File: config.mk
export PLATFORM = sky130hd
export DESIGN_NAME = hex_scroll_ctrl
export DESIGN_NICKNAME = d
export VERILOG_FILES = /design/src/rtl/hex_scroll_ctrl.sv
export SDC_FILE = /design/constraint.sdc
export NUM_CORES = 1
export LEC_CHECK = 0
export ABC_AREA = 1
export ABC_CLOCK_PERIOD_IN_PS = 1550
export BUFFER_PORTS_ARGS = -buffer_cell sky130_fd_sc_hd__buf_4
export CORE_AREA = 2 2 109 111
export CTS_CLUSTER_SIZE = 20
export DETAILED_ROUTE_END_ITERATION = 6
export DIE_AREA = 0 0 111 113
export GPL_TIMING_DRIVEN = 0
export SETUP_SLACK_MARGIN = 0.2
export SYNTH_ARGS = -nofsm -noshare
export SYNTH_HDL_FRONTEND = slang
export SYNTH_SLANG_ARGS = --single-unit
File: constraint.sdc
create_clock -name CLOCK_50 -period 1.55 [get_ports CLOCK_50]
set_input_delay 0.31 -clock CLOCK_50 [delete_from_list [all_inputs] [get_ports CLOCK_50]]
set_output_delay 0.31 -clock CLOCK_50 [all_outputs]
set_load 0.1 [all_outputs]
File: src/rtl/hex_scroll_ctrl.sv
`default_nettype none
// hex_scroll_ctrl: debounced run/load keys, LOAD/PAUSE/RUN sequencing, speed-selected
// step tick and ping-pong direction scheduling for the 6-digit hex scroll datapath.
module hex_scroll_ctrl #(
  parameter int CLK_HZ       = 50_000_000,
  parameter int DEBOUNCE_CYC = 1_000_000,
  parameter int BOUNCE_STEPS = 6
) (
  input  logic       CLOCK_50,
  input  logic       RST_N,
  input  logic       key_run_n,
  input  logic       key_load_n,
  input  logic [1:0] sw_speed,
  input  logic [1:0] sw_mode,
  output logic       load_en,
  output logic       shift_en,
  output logic       shift_dir,
  output logic       running,
  output logic [2:0] step_cnt
);

  localparam int TW = $clog2(CLK_HZ);
  localparam int DW = $clog2(DEBOUNCE_CYC + 1);

  localparam logic [DW-1:0] DEB_LAST  = DW'(DEBOUNCE_CYC - 1);
  localparam logic [2:0]    STEP_LAST = 3'(BOUNCE_STEPS - 1);
  localparam logic [TW-1:0] LIM_1HZ   = TW'(CLK_HZ - 1);
  localparam logic [TW-1:0] LIM_2HZ   = TW'(CLK_HZ / 2 - 1);
  localparam logic [TW-1:0] LIM_4HZ   = TW'(CLK_HZ / 4 - 1);
  localparam logic [TW-1:0] LIM_8HZ   = TW'(CLK_HZ / 8 - 1);
  localparam logic [1:0]    MODE_PONG = 2'b10;
  localparam logic [1:0]    MODE_HOLD = 2'b11;

  typedef enum logic [1:0] {
    ST_LOAD  = 2'd0,
    ST_PAUSE = 2'd1,
    ST_RUN   = 2'd2
  } state_t;

  state_t state_q, state_d;

  logic [1:0] key_raw;
  logic [1:0] press;  // bit 0 = run, bit 1 = load

  assign key_raw = {key_load_n, key_run_n};

  for (genvar k = 0; k < 2; k++) begin : g_key
    logic          sync1_q, sync2_q;
    logic          level_q, level_d;
    logic [DW-1:0] cnt_q, cnt_d;

    always_comb begin
      level_d = level_q;
      cnt_d   = '0;
      if (sync2_q != level_q) begin
        if (cnt_q == DEB_LAST) begin
          level_d = sync2_q;
        end else begin
          cnt_d = cnt_q + DW'(1);
        end
      end
    end

    always_ff @(posedge CLOCK_50 or negedge RST_N) begin
      if (!RST_N) begin
        sync1_q <= 1'b1;
        sync2_q <= 1'b1;
        level_q <= 1'b1;
        cnt_q   <= '0;
      end else begin
        sync1_q <= key_raw[k];
        sync2_q <= sync1_q;
        level_q <= level_d;
        cnt_q   <= cnt_d;
      end
    end

    assign press[k] = level_q & ~level_d;
  end

  always_comb begin
    state_d = state_q;
    unique case (state_q)
      ST_LOAD:  state_d = ST_PAUSE;
      ST_PAUSE: if (press[0]) state_d = ST_RUN;
      ST_RUN:   if (press[0]) state_d = ST_PAUSE;
      default:  state_d = ST_LOAD;
    endcase
    if (press[1]) begin
      state_d = ST_LOAD;
    end
  end

  logic [TW-1:0] tick_q, tick_d, limit;
  logic [1:0]    speed_q;
  logic [2:0]    step_q, step_d;
  logic          dir_q, dir_d;
  logic          fire;
  logic          shift_en_q, shift_en_d;
  logic          shift_dir_q, shift_dir_d;
  logic          load_en_q, running_q;

  always_comb begin
    unique case (sw_speed)
      2'd0:    limit = LIM_1HZ;
      2'd1:    limit = LIM_2HZ;
      2'd2:    limit = LIM_4HZ;
      default: limit = LIM_8HZ;
    endcase
  end

  always_comb begin
    tick_d      = tick_q;
    step_d      = step_q;
    dir_d       = dir_q;
    fire        = 1'b0;
    shift_en_d  = 1'b0;
    shift_dir_d = shift_dir_q;

    // A speed change restarts the phase and suppresses any shift that cycle.
    if (state_q == ST_LOAD) begin
      tick_d = '0;
      step_d = '0;
      dir_d  = 1'b0;
    end else if (sw_speed != speed_q) begin
      tick_d = '0;
    end else if (state_q == ST_RUN && sw_mode != MODE_HOLD) begin
      if (tick_q == limit) begin
        tick_d = '0;
        fire   = 1'b1;
      end else begin
        tick_d = tick_q + TW'(1);
      end
    end

    if (fire) begin
      shift_en_d = 1'b1;
      if (sw_mode == MODE_PONG) begin
        shift_dir_d = dir_q;
        if (step_q == STEP_LAST) begin
          step_d = '0;
          dir_d  = ~dir_q;
        end else begin
          step_d = step_q + 3'd1;
        end
      end else begin
        shift_dir_d = sw_mode[0];
      end
    end

    // Leaving ping-pong parks the leg state, so re-entry always starts rightward.
    if (sw_mode != MODE_PONG) begin
      step_d = '0;
      dir_d  = 1'b0;
    end
  end

  always_ff @(posedge CLOCK_50 or negedge RST_N) begin
    if (!RST_N) begin
      state_q     <= ST_LOAD;
      tick_q      <= '0;
      speed_q     <= '0;
      step_q      <= '0;
      dir_q       <= 1'b0;
      shift_en_q  <= 1'b0;
      shift_dir_q <= 1'b0;
      load_en_q   <= 1'b0;
      running_q   <= 1'b0;
    end else begin
      state_q     <= state_d;
      tick_q      <= tick_d;
      speed_q     <= sw_speed;
      step_q      <= step_d;
      dir_q       <= dir_d;
      shift_en_q  <= shift_en_d;
      shift_dir_q <= shift_dir_d;
      load_en_q   <= (state_q == ST_LOAD);
      running_q   <= (state_d == ST_RUN);
    end
  end

  assign load_en   = load_en_q;
  assign shift_en  = shift_en_q;
  assign shift_dir = shift_dir_q;
  assign running   = running_q;
  assign step_cnt  = step_q;

endmodule
`default_nettype wire

; Word-level counts from Yosys, hierarchy flattened
; Cells that the tools add are included.
; Widths: inputs -> output; s select.
[op_classes]
n_addsub = 4
n_eq_ne = 15
mux = 33
n_bitwise = 5
n_reduce_logical = 4
[ops]
columns = op, n
row1 = $mux 26, 4
row2 = $mux 20, 4
row3 = $pmux 26 s3, 1
row4 = $add 20x1->20 const B, 2
row5 = $eq 20x20->1 const B, 2
row6 = $add 26x1->26 const B, 1
row7 = $eq 26x26->1, 1
row8 = $mux 1, 15
row9 = $mux 3, 5
row10 = $eq 2x2->1 const B, 4
row11 = $mux 2, 3
row12 = $pmux 2 s3, 1
row13 = $eq 2x1->1 const B, 2
row14 = $logic_not 2->1, 2
row15 = $ne 2x2->1 const B, 2
row16 = $add 3x1->3 const B, 1
row17 = $eq 3x3->1 const B, 1
row18 = $not 1->1, 3
row19 = $reduce_bool 3->1, 1
row20 = $and 1x1->1, 2
row21 = $ne 1x1->1, 2
row22 = $ne 2x2->1, 1
row23 = $logic_and 1x1->1, 1
[word_totals]
regBits = 84
input_bits = 8
out_inout_bits = 7
word_cells = 78

; Logic depth before layout (Yosys ltp)
; Gate-level depths: netlist of the first run.
[depth]
depth_word = 9
depth_mapped = 13
mapped_depth_nobuf = 12

; Worst setup path before layout of the first run
; No wires, ideal clock.
[synth_path]
path_type = reg-to-reg
start = register step_q[1] (netlist: step_cnt[1])
end = register dir_q
setup_ns = 0.118
arrival_ns = 1.600
required_time_ns = 1.432
setup_slack_ns = -0.168
path_stages_with_launch = 10
n_path_buf = 0
period_less_slack_ns = 1.718
path_cell_list = dfrtp_1 inv_1 nand3_1 nand2_1 o21ai_0 nand2_1 nand2_1 nand4_1 nand2_1 nor2_1
[synth_between]
elab_chain_cells = 5
[synth_rtl]
columns = element, line
row1 = start: declaration, 96  ; logic [2:0] step_q, step_d;
row2 = start signal: assignment, 173  ; step_q <= step_d;
row3 = $eq 3x3->1, 140  ; if (step_q == STEP_LAST) begin
row4 = $mux 1, 140
row5 = $mux 1, 138  ; if (sw_mode == MODE_PONG) begin
row6 = $mux 1, 136  ; if (fire) begin
row7 = $mux 1, 152  ; if (sw_mode != MODE_PONG) begin
row8 = via dir_d, 97  ; logic dir_q, dir_d;
row9 = end signal: assignment, 174  ; dir_q <= dir_d;
row10 = end: declaration, 97
; The timed path passes the listed nets, and every way through them passes these cells.
; A chain may end at the register's enable or synchronous reset.

; Worst setup path in the final report of the first run
[layout_path]
start = register tick_q[8]
end = register tick_q[14]
[layout_between]
elab_chain_cells = 5
word_cells_on_any_way = 6
classes_between = 1 x add/sub / 1 x eq/ne / 4 x mux
[layout_rtl]
columns = element, line
row1 = start: declaration, 94  ; logic [TW-1:0] tick_q, tick_d, limit;
row2 = start signal: assignment, 171  ; tick_q <= tick_d;
row3 = $add 26x1->26 / $eq 26x26->1 (equally long branches), "132, 128"
row4 = $mux 26 (*), 128  ; if (tick_q == limit) begin
row5 = $mux 26 (*), 127  ; end else if (state_q == ST_RUN && sw_mode != MODE_HOLD) begin
row6 = $mux 26 (*), 125  ; end else if (sw_speed != speed_q) begin
row7 = $mux 26 (*), 121  ; if (state_q == ST_LOAD) begin
; Every way passes the cells marked *; elsewhere a longest branch is shown, timed or not. The select of a mux whose other input is x is not followed.

==> results of run 1 <==
## cell usage in the layout, fill, tap and decap left out, drive strengths merged
master / count
xnor2: 8
and2: 1
nand4: 21
a211oi: 1
a21o: 1
nand3: 50
nor2: 91
nor4: 1
a22oi: 1
o22ai: 20
inv: 96
clkbuf: 12
a31oi: 2
nand2: 143
dfrtp: 78
a21oi: 28
bufinv: 2
nand2b: 1
or2: 1
nor2b: 1
clkinv: 2
dfstp: 6
and3: 2
buf: 92
o21ai: 27
xor2: 26
nor3: 37
o21a: 3
ha: 3
## worst max-delay path by stage
stage | startpoint | endpoint | slack (ns) | depth (start not counted)
2_1_floorplan | tick_q[0] | tick_q[17] | -0.07 | 11
3_3_place_gp | sw_speed[1] | tick_q[14] | -0.39 | 8
3_5_place_dp | sw_speed[1] | tick_q[14] | -0.45 | 8
4_1_cts | tick_q[1] | tick_q[14] | -0.24 | 12
5_1_grt | tick_q[8] | tick_q[14] | -0.30 | 10
6_report | tick_q[8] | tick_q[14] | -0.23 | 10
## cell type report
class                      instances  area, sq um
buffer                             7        88.84
clock buffer                      12        246.5
clock inverter                     4        73.82
fill                             936         4385
inverter                          96        385.4
multi-input combinational        469         3047
sequential                        84         2126
tap                              143        178.9
timing repair buffer              85        740.7
## routing by layer
metal,global-route usage (%),vias to the layer above
li1,-,2350
met1,28.14,2253
met2,37.10,101
met3,5.356,28
met4,6.250,0
met5,0,-
## per-stage QoR
step / cell area, sq um / util, % / hold WS (ns) / setup slack (ns)
floorplan: 5096 / - / 0.01441 / -0.06910
global placement: 5380 / 47.73 / 0.3485 / -0.3857
detailed placement: 5380 / 47.73 / 0.3497 / -0.4474
CTS: 6420 / 56.95 / 0.05219 / -0.2392
global route: 6887 / 61.09 / 0.05188 / -0.3027
finish: 6887 / 61.09 / 0.06118 / -0.2272
## cells in the mapped netlist
| library cell | n |
|---|---|
| sky130_fd_sc_hd__nand2b_1 | 1 |
| sky130_fd_sc_hd__nand2_1 | 137 |
| sky130_fd_sc_hd__buf_6 | 3 |
| sky130_fd_sc_hd__nor2_1 | 82 |
| sky130_fd_sc_hd__inv_2 | 3 |
| sky130_fd_sc_hd__ha_1 | 3 |
| sky130_fd_sc_hd__nor4_1 | 1 |
| sky130_fd_sc_hd__a22oi_1 | 1 |
| sky130_fd_sc_hd__o21ai_1 | 4 |
| sky130_fd_sc_hd__xor2_1 | 26 |
| sky130_fd_sc_hd__buf_4 | 1 |
| sky130_fd_sc_hd__nand4_1 | 21 |
| sky130_fd_sc_hd__and2_1 | 1 |
| sky130_fd_sc_hd__a21oi_1 | 28 |
| sky130_fd_sc_hd__buf_12 | 2 |
| sky130_fd_sc_hd__or2_1 | 1 |
| sky130_fd_sc_hd__xnor2_1 | 8 |
| sky130_fd_sc_hd__nor2_4 | 2 |
| sky130_fd_sc_hd__nor2_2 | 7 |
| sky130_fd_sc_hd__nand3_1 | 48 |
| sky130_fd_sc_hd__nor2b_1 | 1 |
| sky130_fd_sc_hd__a31oi_1 | 2 |
| sky130_fd_sc_hd__o22ai_1 | 11 |
| sky130_fd_sc_hd__o21ai_0 | 23 |
| sky130_fd_sc_hd__dfstp_2 | 6 |
| sky130_fd_sc_hd__buf_2 | 1 |
| sky130_fd_sc_hd__nand2_2 | 5 |
| sky130_fd_sc_hd__nand3_2 | 2 |
| sky130_fd_sc_hd__a21o_1 | 1 |
| sky130_fd_sc_hd__nor3_1 | 33 |
| sky130_fd_sc_hd__inv_1 | 93 |
| sky130_fd_sc_hd__o21a_1 | 3 |
| sky130_fd_sc_hd__nand2_4 | 1 |
| sky130_fd_sc_hd__o22ai_2 | 9 |
| sky130_fd_sc_hd__and3_1 | 2 |
| sky130_fd_sc_hd__nor3_4 | 2 |
| sky130_fd_sc_hd__nor3_2 | 2 |
| sky130_fd_sc_hd__a211oi_1 | 1 |
| sky130_fd_sc_hd__dfrtp_1 | 78 |
## power groups by stage
| stage | combinational [mW] | clock, mW | sequential, mW |
|---|---|---|---|
| 2_1_floorplan | 0.155 | 0 | 2.27 |
| 3_3_place_gp | 0.257 | 0 | 2.27 |
| 3_5_place_dp | 0.259 | 0 | 2.27 |
| 4_1_cts | 0.315 | 2.43 | 2.23 |
| 5_1_grt | 0.386 | 2.51 | 2.23 |
| 6_report | 0.348 | 2.39 | 2.23 |
## repair_timing
action	in CTS	in global routing
setup buffers	45	25
pin swaps	37	40
hold endpoints to repair	0	0
setup endpoints to repair	71	72
gates cloned	1	0
resized for setup	93	93
hold buffers	0	0
## sequential cells by signal, indices dropped and copies added (netlist names)
signal	flops
dir_q	1
load_en	1
g_key.level_q	2
tick_q	26
g_key.sync1_q	2
step_cnt	3
shift_dir	1
speed_q	2
shift_en	1
g_key.sync2_q	2
running	1
g_key.cnt_q	40
state_q	2
## logic make-up after synthesis
| family | Yosys count | share of synthesized area, % |
|---|---|---|
| xor gates and xnor gates | 34 | 5.968 |
| DFF | 84 | 42.28 |
| and+or+nand+nor | 349 | 31.75 |
| buffers and inverters | 103 | 8.952 |
| AOI/OAI and AO/OA | 83 | 10.31 |
| adders and majority gates | 3 | 0.7523 |
==> impl_summary.log, run 1 <==
[metrics] outcome: finished with violations
[metrics] violated checks: negative setup slack
[metrics] endpoint of the worst hold path: g_key[1].sync1_q
[metrics] post-synthesis net count: 667
[metrics] Die X-Extent: 111 microns
[metrics] detailed-route DRC error count: 0
[metrics] first-pass iteration count of the detailed router: 5
[metrics] worst IR drop on VDD: 0.001004 V
[metrics] Internal: 3.801 mW
[metrics] number of instances in the placed design: 813
[metrics] Die ar.: 12,540 sq um
[metrics] setup tns final: -5.875 ns
[metrics] setup repair after global routing missed its margin: true
[metrics] Max-cap violations: 0
[metrics] via count: 4,732
[metrics] clock edge transition at the registers on the reported setup and hold paths: 0.06 ns
[metrics] Detail Route Antenna Nets: 0
[metrics] per-cell via count in the routed design: 5.258
[metrics] CTS Buf Count: 9
[metrics] final hold viol count: 0
[metrics] violation count after the first detailed-route iteration: 290
[metrics] detailed route wirelength on metal2: 6571 microns
[metrics] Hold/Removal Path Class: input pin to flip-flop
[metrics] Final HPWL DP: 8656 microns
[metrics] filler-free cell count of the finished design: 900
[metrics] maximum level of the CTS H-tree: 3
[metrics] global route total overflow: 0
[metrics] clk_skew: 0.005795 ns
[metrics] vias in the first global route: 4,618
[metrics] TritonCTS clock tree: built
[metrics] number of antenna violations at the first check in global routing: 0
[metrics] leading area contributor after synthesis: sky130_fd_sc_hd__dfrtp_1
[metrics] Avg WL per Cell: 15.01 microns
[metrics] combinational share of power: 7.0%
[metrics] Worst EP arrival: 2.00 ns
[metrics] Seq pwr share: 44.9%
[metrics] Power Density: 721.9 nW/um^2
[metrics] delay contributed by the slowest stage of the critical path: 0.41 ns
[metrics] clock tree buffer depth: 2
[metrics] Total Nets Final: 763
[metrics] FF+latch count, synth: 84
[metrics] final setup vio count: 62
[metrics] sink count of the clock tree: 84
[metrics] Post-Route M1 WL: 6086 microns
[metrics] antenna diode count: 0
[metrics] worst-path cell chain: inv_2, nand3_2, nor2_2, nand4_1, nor2_4, nand2_4, nand2_8, buf_6, buf_12, o22ai_1
[metrics] area of the mapped netlist: 4990 sq um
[metrics] Initial Util: 44.27%
[metrics] quantity of I/O buffers inserted on ports: 14
[metrics] Max Clock Freq: 562.7 MHz
[metrics] critical path buffer and inverter count: 3
[metrics] worst-path fanout max: 6
[metrics] area share of the largest cell type after synthesis: 39.12%
[metrics] I/O pin cnt: 15
[metrics] instance count along the most critical hold path: 1
[metrics] placer's final routability congestion estimate: 0.9347
[metrics] leakage component of the power: 2.925 nW
[metrics] total chip power: 4.971 mW
[metrics] syn_area_per_cell: 7.606 sq um
[metrics] drt total wl: 13,510 microns
[metrics] share of the cycle needed by the critical path after routing: 114.7%
[metrics] GR Util All Layers: 21.91%
[metrics] CORE AREA: 11,270 sq um
[metrics] cell family with most CP delay: simple AND/OR/NAND/NOR gates
[metrics] Reg2Reg Capture Point: tick_q[14]
[metrics] share of cells above drive strength 1: 37.52%
[metrics] setup slack of the critical path after layout: -0.2272 ns
[metrics] top routing layer used: met4
[metrics] critical-path cell with the highest stage delay: sky130_fd_sc_hd__dfrtp_1
[metrics] critical register-to-register path startpoint: tick_q[8]
[metrics] Worst Setup End Kind: flip-flop
[metrics] critical path required time: 1.78 ns
[metrics] Max Transition Viols Final: 0
[metrics] Hold Crit Start: key_load_n
[metrics] Worst-Margin Slew: 1.079 ns
[metrics] placement row count: 39
[metrics] Net Sw Frac: 23.55%
[metrics] FF-to-FF path depth: 10
[metrics] Syn Inst Count: 656
[metrics] wire length of the first global-routing pass: 22,200 microns
[metrics] setup slack on the worst flop-to-flop path: -0.23 ns
[metrics] maximum number of pins on one net before global-route repair: 85
[metrics] clock period minus final worst setup slack: 1.777 ns
[metrics] post-synthesis to final-layout area growth: 38.01%
[metrics] Yosys cell types: 39
[metrics] sum of met3 wire segment lengths after detailed routing: 543 microns
[metrics] die height: 113 microns
[metrics] switching power: 1.171 mW
[metrics] sequential element share of the synthesized area: 42.28%
[metrics] CP startpoint kind: flip-flop
[metrics] root buffer cell: sky130_fd_sc_hd__clkbuf_16
[metrics] Yosys warning count: 0
[metrics] share of total power in the clock network: 48.1%
[metrics] worst slew margin relative to its limit: 28.10%
[metrics] top area cells in the synthesized netlist: sky130_fd_sc_hd__dfrtp_1 39%, sky130_fd_sc_hd__nand2_1 10%, sky130_fd_sc_hd__inv_1 7.0%
[metrics] Clk Latency, worst-skew pair: 0.35 ns
[metrics] category of the most critical setup path: flip-flop to flip-flop
No activity file was read; power rests on OpenSTA's default activity.
==> inputs of run 2 (changes only) <==
==> constraint.sdc (replaced) <==
create_clock -name CLOCK_50 -period 1.55 [get_ports CLOCK_50]
set_input_delay 0.155 -clock CLOCK_50 [delete_from_list [all_inputs] [get_ports CLOCK_50]]
set_output_delay 0.155 -clock CLOCK_50 [all_outputs]
set_load 0.1 [all_outputs]
==> impl_summary.log, run 2 (synthesized netlist as in run 1, its figures left out) <==
[metrics] share of cells above drive strength 1: 37.32% (was 37.52%)
[metrics] number of antenna violations at the first check in global routing: 0 (unchanged)
[metrics] Max Clock Freq: 563.9 MHz (was 562.7 MHz)
[metrics] global route total overflow: 0 (unchanged)
[metrics] setup slack of the critical path after layout: -0.2233 ns (was -0.2272 ns)
[metrics] post-synthesis to final-layout area growth: 38.59% (was 38.01%)
[metrics] TritonCTS clock tree: built (unchanged)
[metrics] Hold/Removal Path Class: input pin to async pin (was input pin to flip-flop)
[metrics] switching power: 1.179 mW (was 1.171 mW)
[metrics] Max-cap violations: 0 (unchanged)
[metrics] Net Sw Frac: 23.65% (was 23.55%)
[metrics] Worst Setup End Kind: flip-flop (unchanged)
[metrics] share of the cycle needed by the critical path after routing: 114.4% (was 114.7%)
[metrics] M2 GR Usage: 37.06% (was 37.10%)
[metrics] commonest non-fill, non-tap cells in the layout: 123 x sky130_fd_sc_hd__nand2_1, 69 x sky130_fd_sc_hd__inv_1, 69 x sky130_fd_sc_hd__buf_4 (was 123 x sky130_fd_sc_hd__nand2_1, 69 x sky130_fd_sc_hd__inv_1, 66 x sky130_fd_sc_hd__buf_4)
[metrics] worst slew margin relative to its limit: 28.57% (was 28.10%)
[metrics] combinational share of power: 7.1% (was 7.0%)
[metrics] category of the most critical setup path: flip-flop to flip-flop (unchanged)
[metrics] maximum level of the CTS H-tree: 3 (unchanged)
[metrics] worst-path fanout max: 6 (unchanged)
[metrics] GR Util All Layers: 21.90% (was 21.91%)
[metrics] setup slack on the worst flop-to-flop path: -0.22 ns (was -0.23 ns)
[metrics] clk_skew: 0.005978 ns (was 0.005795 ns)
[metrics] Worst-Margin Slew: 1.071 ns (was 1.079 ns)
[metrics] setup repair after global routing missed its margin: true (unchanged)
[metrics] flip-flop count of the largest register, all copies and words added: 40 (unchanged)
[metrics] Total Nets Final: 767 (was 763)
[metrics] Detail Route Antenna Nets: 0 (unchanged)
[metrics] CP startpoint kind: flip-flop (unchanged)
[metrics] sink count of the clock tree: 84 (unchanged)
[metrics] Max Transition Viols Final: 0 (unchanged)
[metrics] vias in the first global route: 4,621 (was 4,618)
[metrics] die height: 113 microns (unchanged)
[metrics] filler-free cell count of the finished design: 904 (was 900)
[metrics] FF-to-FF path depth: 10 (unchanged)
[metrics] number of instances in the placed design: 813 (unchanged)
[metrics] most flop-heavy register: g_key.cnt_q (unchanged)
[metrics] met3 Use GR: 5.303% (was 5.356%)
[metrics] total chip power: 4.986 mW (was 4.971 mW)
[metrics] CTS Buf Count: 9 (unchanged)
[metrics] Power Density: 721.1 nW/um^2 (was 721.9 nW/um^2)
[metrics] via count: 4,750 (was 4,732)
[metrics] Final HPWL DP: 8656 microns (unchanged)
[metrics] clock tree buffer depth: 2 (unchanged)
[metrics] most frequent standard cell in the layout excluding fill and tap cells: sky130_fd_sc_hd__nand2_1 (unchanged)
[metrics] final hold viol count: 0 (unchanged)
[metrics] cell area after placement: 5380 sq um (unchanged)
[metrics] root buffer cell: sky130_fd_sc_hd__clkbuf_16 (unchanged)
[metrics] Avg WL per Cell: 15.03 microns (was 15.01 microns)
[metrics] placer's final routability congestion estimate: 0.9347 (unchanged)
[metrics] final setup vio count: 64 (was 62)
[metrics] met1 track demand over resource: 28.18% (was 28.14%)
[metrics] share of total power in the clock network: 48.1% (about the same)
[metrics] quantity of I/O buffers inserted on ports: 14 (unchanged)
[metrics] Worst EP arrival: 2.00 ns (about the same)
[metrics] detailed-route DRC error count: 0 (unchanged)
[metrics] first-pass iteration count of the detailed router: 4 (was 5)
[metrics] critical path required time: 1.78 ns (about the same)
[metrics] final non-filler cell area: 6915 sq um (was 6887 sq um)
[metrics] I/O pin cnt: 15 (unchanged)
[metrics] Die ar.: 12,540 sq um (unchanged)
[metrics] most heavily used metal layer in global routing: met2 (unchanged)
[metrics] maximum number of pins on one net before global-route repair: 85 (unchanged)
[metrics] violated checks: negative setup slack (unchanged)
[metrics] placement row count: 39 (unchanged)
[metrics] CORE AREA: 11,270 sq um (unchanged)
[metrics] Internal: 3.807 mW (was 3.801 mW)
[metrics] wire length of the first global-routing pass: 22,180 microns (was 22,200 microns)
[metrics] outcome: finished with violations (unchanged)
[metrics] worst IR drop on VDD: 0.001012 V (was 0.001004 V)
[metrics] violation count after the first detailed-route iteration: 321 (was 290)
[metrics] Initial Util: 44.27% (unchanged)
[metrics] Clk Latency, worst-skew pair: 0.35 ns (about the same)
[metrics] per-cell via count in the routed design: 5.254 (was 5.258)
[metrics] Die X-Extent: 111 microns (unchanged)
[metrics] antenna diode count: 0 (unchanged)
[metrics] Seq pwr share: 44.8% (was 44.9%)
[metrics] drt total wl: 13,580 microns (was 13,510 microns)
[metrics] clock edge transition at the registers on the reported setup and hold paths: 0.06 ns (about the same)
[metrics] clock period minus final worst setup slack: 1.773 ns (was 1.777 ns)
[metrics] leakage component of the power: 2.940 nW (was 2.925 nW)
==> run 2: what timing repair did <==
item / 4_1_cts / 5_1_grt
resized for setup: 90 / 93
setup endpoints to repair: 68 / 72
cloned: 1 / 0
hold endpoints to repair: 4 / 0
hold buffers: 4 / 0
setup buffers: 45 / 25
pin swaps: 37 / 40
==> run 2: final timing paths <==
check,start,endpoint
setup / recovery,tick_q[8],tick_q[14]
hold / removal,RST_N,g_key[1].cnt_q[5]
setup reg to reg,tick_q[8],tick_q[14]
hold reg to reg,g_key[0].sync1_q,g_key[0].sync2_q
max in group asynchronous,RST_N,tick_q[5]
min in group CLOCK_50,sw_mode[0],step_cnt[2]
==> run 2: area by class of cell <==
class	instances	area, sq um
Timing Repair Buffer	89	769.5
Buffer	7	88.84
Clock inverter	4	73.82
Fill cell	932	4357
Multi-Input combinational cell	469	3047
Tap cell	143	178.9
Inverter	96	385.4
Clock buffer	12	246.5
Sequential cell	84	2126
==> run 2: metal layers <==
| metal | part of all wire [%] | vias to the layer above |
|---|---|---|
| met5 | 0 | - |
| met4 | 2.3 | 0 |
| met3 | 4.2 | 29 |
| met2 | 49 | 103 |
| met1 | 45 | 2259 |
| li1 | - | 2359 |
==> run 2: metrics by stage <==
stage | hold WS [ns] | setup slack, ns | setup TNS (ns) | utilization [%]
2_1_floorplan | -0.1406 | -0.06910 | -1.451 | -
3_3_place_gp | 0.2647 | -0.3395 | -12.44 | 47.73
3_5_place_dp | 0.2660 | -0.3994 | -14.19 | 47.73
4_1_cts | 0.05427 | -0.2392 | -5.589 | 57.21
5_1_grt | 0.1113 | -0.3027 | -13.06 | 61.35
6_report | 0.001543 | -0.2233 | -5.747 | 61.35
==> run 2: power groups by stage <==
| stage | registers [mW] | clock network [mW] | logic (mW) |
|---|---|---|---|
| after floorplan | 2.27 | 0 | 0.155 |
| after global placement | 2.27 | 0 | 0.257 |
| after detailed placement | 2.27 | 0 | 0.259 |
| after CTS | 2.23 | 2.43 | 0.323 |
| after global routing | 2.23 | 2.51 | 0.394 |
| final | 2.23 | 2.40 | 0.355 |
==> run 2: worst max-delay path, cell delays in order, from the launching register on <==
cell	delay, ns
sky130_fd_sc_hd__dfrtp_1	0.41
sky130_fd_sc_hd__inv_2	0.11
sky130_fd_sc_hd__nand3_2	0.11
sky130_fd_sc_hd__nor2_2	0.13
sky130_fd_sc_hd__nand4_1	0.16
sky130_fd_sc_hd__nor2_4	0.20
sky130_fd_sc_hd__nand2_4	0.10
sky130_fd_sc_hd__nand2_8	0.12
sky130_fd_sc_hd__buf_6	0.12
sky130_fd_sc_hd__buf_12	0.11
sky130_fd_sc_hd__o22ai_1	0.07
